**src/rtl/lbus_arbiter.sv**
```systemverilog
// lbus_arbiter: two-requester round-robin arbiter and sequencer for the
// 16-bit local bus. Port 0 is the USB command path and port 1 is the
// autonomous acquisition sequencer. Each granted request becomes an
// address phase, a timed strobe phase and a recovery gap. The requester
// gets a one-cycle ack in the first gap cycle. A requester can hold the
// grant across a multi-word burst by setting lock.
module lbus_arbiter #(
  parameter int STB_LEN = 1,
  parameter int GAP     = 1
) (
  input  logic        clk,
  input  logic        rst,
  input  logic        req0_valid,
  input  logic        req0_we,
  input  logic [15:0] req0_addr,
  input  logic [15:0] req0_wdata,
  input  logic        req0_lock,
  output logic        req0_ack,
  output logic [15:0] req0_rdata,
  input  logic        req1_valid,
  input  logic        req1_we,
  input  logic [15:0] req1_addr,
  input  logic [15:0] req1_wdata,
  input  logic        req1_lock,
  output logic        req1_ack,
  output logic [15:0] req1_rdata,
  output logic [15:0] lbus_a,
  output logic [15:0] lbus_di,
  input  logic [15:0] lbus_do,
  output logic        lbus_wrn,
  output logic        lbus_rdn,
  output logic        busy
);

  typedef enum logic [1:0] {
    S_IDLE = 2'd0,
    S_ADDR = 2'd1,
    S_STB  = 2'd2,
    S_GAP  = 2'd3
  } state_t;

  // Phase counters run from 0 up to these terminal values.
  localparam logic [3:0] STB_LAST = 4'(STB_LEN - 1);
  localparam logic [3:0] GAP_LAST = 4'(GAP - 1);

  state_t      state, state_n;
  logic [3:0]  cnt, cnt_n;
  logic        grant, grant_n;
  logic        cur_we, cur_we_n;
  logic [15:0] cur_wdata, cur_wdata_n;
  logic        last_grant, last_grant_n;
  logic        lock_set, lock_set_n;
  logic        lock_owner, lock_owner_n;

  logic [15:0] lbus_a_n, lbus_di_n;
  logic        wrn_n, rdn_n;
  logic        ack0_n, ack1_n;
  logic [15:0] rdata0_n, rdata1_n;
  logic        busy_n;

  logic        owner_valid, owner_lock;
  logic        win_valid, win;
  logic        win_we, win_lock;
  logic [15:0] win_addr, win_wdata;

  // Arbitration: a held lock admits only its owner. The lock falls through
  // to round-robin when the owner has neither a request nor a lock pending.
  always_comb begin
    owner_valid = lock_owner ? req1_valid : req0_valid;
    owner_lock  = lock_owner ? req1_lock  : req0_lock;
    win_valid   = 1'b0;
    win         = 1'b0;
    if (lock_set && (owner_valid || owner_lock)) begin
      win_valid = owner_valid;
      win       = lock_owner;
    end else if (req0_valid && req1_valid) begin
      win_valid = 1'b1;
      win       = ~last_grant;
    end else if (req0_valid) begin
      win_valid = 1'b1;
      win       = 1'b0;
    end else if (req1_valid) begin
      win_valid = 1'b1;
      win       = 1'b1;
    end
    win_we    = win ? req1_we    : req0_we;
    win_addr  = win ? req1_addr  : req0_addr;
    win_wdata = win ? req1_wdata : req0_wdata;
    win_lock  = win ? req1_lock  : req0_lock;
  end

  // Next-state and next-output logic. Every output is computed here and
  // then registered, so the lbus pins never see the request inputs directly.
  always_comb begin
    state_n      = state;
    cnt_n        = cnt;
    grant_n      = grant;
    cur_we_n     = cur_we;
    cur_wdata_n  = cur_wdata;
    last_grant_n = last_grant;
    lock_set_n   = lock_set;
    lock_owner_n = lock_owner;
    lbus_a_n     = lbus_a;
    lbus_di_n    = lbus_di;
    wrn_n        = 1'b1;
    rdn_n        = 1'b1;
    ack0_n       = 1'b0;
    ack1_n       = 1'b0;
    rdata0_n     = req0_rdata;
    rdata1_n     = req1_rdata;

    case (state)
      S_IDLE: begin
        if (win_valid) begin
          state_n      = S_ADDR;
          grant_n      = win;
          cur_we_n     = win_we;
          cur_wdata_n  = win_wdata;
          lbus_a_n     = win_addr;
          last_grant_n = win;
          lock_set_n   = win_lock;
          lock_owner_n = win;
        end else begin
          lock_set_n = lock_set && owner_lock;
        end
      end
      S_ADDR: begin
        state_n = S_STB;
        cnt_n   = 4'd0;
        if (cur_we) begin
          wrn_n     = 1'b0;
          lbus_di_n = cur_wdata;
        end else begin
          rdn_n = 1'b0;
        end
      end
      S_STB: begin
        if (cnt == STB_LAST) begin
          state_n = S_GAP;
          cnt_n   = 4'd0;
          ack0_n  = ~grant;
          ack1_n  = grant;
          if (!cur_we) begin
            if (grant) rdata1_n = lbus_do;
            else       rdata0_n = lbus_do;
          end
        end else begin
          cnt_n = cnt + 4'd1;
          wrn_n = ~cur_we;
          rdn_n = cur_we;
        end
      end
      S_GAP: begin
        if (cnt == GAP_LAST) begin
          state_n = S_IDLE;
          cnt_n   = 4'd0;
        end else begin
          cnt_n = cnt + 4'd1;
        end
      end
      default: begin
        state_n = S_IDLE;
        cnt_n   = 4'd0;
      end
    endcase

    busy_n = (state_n != S_IDLE);
  end

  // State and output registers. Asynchronous reset releases the strobes at
  // once and drops any lock along with the transaction in flight.
  always_ff @(posedge clk or posedge rst) begin
    if (rst) begin
      state      <= S_IDLE;
      cnt        <= 4'd0;
      grant      <= 1'b0;
      cur_we     <= 1'b0;
      cur_wdata  <= 16'h0000;
      last_grant <= 1'b1;
      lock_set   <= 1'b0;
      lock_owner <= 1'b0;
      lbus_a     <= 16'h0000;
      lbus_di    <= 16'h0000;
      lbus_wrn   <= 1'b1;
      lbus_rdn   <= 1'b1;
      req0_ack   <= 1'b0;
      req1_ack   <= 1'b0;
      req0_rdata <= 16'h0000;
      req1_rdata <= 16'h0000;
      busy       <= 1'b0;
    end else begin
      state      <= state_n;
      cnt        <= cnt_n;
      grant      <= grant_n;
      cur_we     <= cur_we_n;
      cur_wdata  <= cur_wdata_n;
      last_grant <= last_grant_n;
      lock_set   <= lock_set_n;
      lock_owner <= lock_owner_n;
      lbus_a     <= lbus_a_n;
      lbus_di    <= lbus_di_n;
      lbus_wrn   <= wrn_n;
      lbus_rdn   <= rdn_n;
      req0_ack   <= ack0_n;
      req1_ack   <= ack1_n;
      req0_rdata <= rdata0_n;
      req1_rdata <= rdata1_n;
      busy       <= busy_n;
    end
  end

endmodule

```
**config.mk**
```make
export PLATFORM = sky130hd
export DESIGN_NAME = lbus_arbiter
export DESIGN_NICKNAME = d
export VERILOG_FILES = /design/src/rtl/lbus_arbiter.sv
export SDC_FILE = /design/constraint.sdc
export NUM_CORES = 1
export LEC_CHECK = 0
export ABC_AREA = 1
export BUFFER_PORTS_ARGS = -buffer_cell sky130_fd_sc_hd__buf_2
export CAP_MARGIN = 20
export CELL_PAD_IN_SITES_DETAIL_PLACEMENT = 1
export CELL_PAD_IN_SITES_GLOBAL_PLACEMENT = 2
export CORE_ASPECT_RATIO = 1.1
export CORE_UTILIZATION = 25
export DETAILED_ROUTE_END_ITERATION = 7
export PLACE_DENSITY = 0.71
export SYNTH_ARGS = -nofsm -noshare
export SYNTH_HDL_FRONTEND = slang
export SYNTH_SLANG_ARGS = --single-unit
export TNS_END_PERCENT = 100
```
**constraint.sdc**
```tcl
create_clock -name clk -period 3.1 [get_ports clk]
set_input_delay 0.465 -clock clk [delete_from_list [all_inputs] [get_ports clk]]
set_output_delay 0.465 -clock clk [all_outputs]
set_load 0.01 [all_outputs]
```
==> results.cfg <==
[clock_network]
cts_sinks = 95
cts_max_path_buffers = 2
post-cts-setup-buffers = 0
clock-root-buffer = clkbuf_16
clk_latency_ns = 0.35
cts-resized-gates = 0
ctsHoldBuffers = 0
clk_pin_slew_ns = 0.07
numCtsBuffers = 9
ctsHtreeMaxLevel = 3
cts_tree = yes

[global_routing]
antenna_found_initial = 0
grt_pass1_wl_mm = 19.66
grt_max_degree = 55
overflow = 0
grt_pass1_vias = 3879
grt_use_total_pct = 14.13

[synth]
synth_top_area_share_pct = 53.49
ys_seq_area_share_pct = 55.32
syn_nets = 596
synth_area_per_cell_sq_um = 8.591
yosys-top-cells-area = dfrtp_1 (53%), nand2_1 (18%), o21ai_0 (4.5%)
yosys.area.top_type = dfrtp_1
ys_seq_elements = 95
netlist_instances = 501
yosysUniqueCellTypes = 25
synthesis.area_sq_um = 4304
yosys_warnings = 0

[sta]
skew_ns = 0.008915
setup_viol_count_final = 0
fin_crit_ns = 2.158
hold_viol = 0
max_freq_mhz = 463.3
tightest_slew_ns = 0.9157
slew_viol_final = 0
grt_setup_unrepaired = false
relSlewSlack_pct = 38.74
fin_crit_sh_pct = 69.62
setup-tns-final_ns = 0

[worst_setup_path]
required_ns = 3.38
critPathKind = reg -> reg
reg2reg_slack_ns = 0.94
cp-start-kind = flip-flop
path_max_fanout = 50
cp.arrival_ns = 2.44
cp-end-kind = flip-flop

[drt]
post-route-drc-count = 0
wl_per_cell_um = 13.36
drtPass1Iterations = 5
dr_total_vias = 3669
drtAntennaViolNets = 0
drtIter0Drc = 125
wl_mm = 11.84
vias_per_cell = 4.141

[placed_design]
portBuffers = 156
dp_hpwl_mm = 8.595
placed_cell_area_sq_um = 5271
place.gp.congestion = 0.7691

[finish]
num-nets-final = 747
areaGrowthSynthToFinish_pct = 29.30
drive_gt1_share_pct = 31.05
diodes = 0
stdcell_area_sq_um = 5565

[floorplan]
placementRows = 49
core_area_sq_um = 16610
floorplan.die_area_sq_um = 17750
die_y_um = 139.6
initial_core_util_pct = 25.91
die_w_um = 127.1
io_pins = 157

[worst_hold_path]
holdCritPathClass = in -> async

[outcome]
outcome = finished, final reports clean

[power_and_ir_drop]
power_leakage_nw = 3.081
ir_worst_vdd_mv = 0.2682
pwr_density_cell_nw_per_um2 = 1020

[run]
cap_violations = 0
where the power goes:
part	switching (W)	total (W)	internal [W]
Combinational	0.00153	0.00245	0.000918
Clock	0.000471	0.00108	0.000611
Sequential	0.000307	0.00215	0.00184
Total	0.00231	0.00567	0.00337
placed cells by master (no fill, tap or decap), types with 2 or more instances in the layout:
cell type	Yosys	layout
a21oi_1	4	4
buf_2	2	156
buf_4	5	2
clkbuf_16	0	9
clkbuf_8	0	3
clkinv_2	0	2
dfrtp_1	92	92
dfstp_2	3	3
ha_1	7	7
inv_1	49	48
inv_4	1	2
mux2_2	16	16
nand2_1	204	204
nand2_2	3	3
nand3_1	17	17
nor2_1	23	23
o21ai_0	39	39
o21ai_1	16	16
critical path, cell delays in order, from the launching register on:
cell and delay (ns):
dfrtp_1 0.45, inv_2 0.09, nand2_1 0.10, nand3_1 0.13, nand2_1 0.15, nand2_1 0.09, nand2_2 0.68, nand2_1 0.13
nand2_1 0.12, nand2_1 0.05, nand2_1 0.08
kinds of logic after synthesis:
family,share of synthesized area [%]
XOR/XNOR,0.2035
flip-flops,55.32
adder cells (fa/ha/maj),2.035
multiplexers,4.186
buffers and inverters,7.704
AND/OR/NAND/NOR,23.34
AO/OA/AOI/OAI,7.210
state kept, by name, indices dropped and copies added, names as in the netlist, 2 cells and up:
| name | cells |
|---|---|
| cnt | 4 |
| cur_wdata | 16 |
| lbus_a | 16 |
| lbus_di | 16 |
| req0_rdata | 16 |
| req1_rdata | 16 |
| state | 2 |
cell type report:
cell class | count | area, sq um
fillers | 2022 | 11050
flip-flops and latches | 95 | 2381
multi-input cells | 336 | 1592
repair buffers | 159 | 815.8
well taps | 229 | 286.5
clock buffers | 12 | 266.5
inverters | 51 | 196.4
clock inverters | 4 | 27.53
metal layers:
layer  track usage [%]  up-vias  wire (um)
met5                 0        -          0
met4             4.323        0        137
met3             4.691       13        746
met2             22.18      118       5289
met1             18.36     1682       5664
li1                  -     1856          -
synthesized netlist by cell type, drive strengths merged:
| cell type | instances |
|---|---|
| buf | 13 |
| o211ai | 1 |
| ha | 7 |
| o21ai | 55 |
| nand3 | 18 |
| xor2 | 1 |
| nand4 | 1 |
| a21oi | 4 |
| clkbuf | 6 |
| inv | 51 |
| nor2 | 24 |
| dfrtp | 92 |
| nand2 | 207 |
| dfstp | 3 |
| o21bai | 1 |
| or2 | 1 |
| mux2 | 16 |
through the flow:
| stage | instances | setup WS, ns | hold WS [ns] | total power, W | utilization [%] |
|---|---|---|---|---|---|
| floorplan | 501 | 0.1629 | 0.4463 | 0.003817 | - |
| global placement | 870 | 0.9868 | 0.4525 | 0.004597 | 31.73 |
| detailed placement | 870 | 0.8664 | 0.4611 | 0.004673 | 31.73 |
| CTS | 886 | 0.8904 | 0.2538 | 0.005805 | 33.50 |
| global route | 886 | 0.6859 | 0.2949 | 0.006206 | 33.50 |
| finish | 886 | 0.9417 | 0.2351 | 0.005675 | 33.50 |
final timing paths:
path,from,endpoint,cells after the start
max in group asynchronous,rst,last_grant,3
hold reg to reg,lbus_a[11],lbus_a[11],2
hold / removal,rst,lbus_a[12],2
min in group clk,req0_wdata[7],cur_wdata[7],3
setup / recovery,lock_owner,lbus_a[15],10
setup reg to reg,lock_owner,lbus_a[15],10
Power figures use the tool's default switching activity.
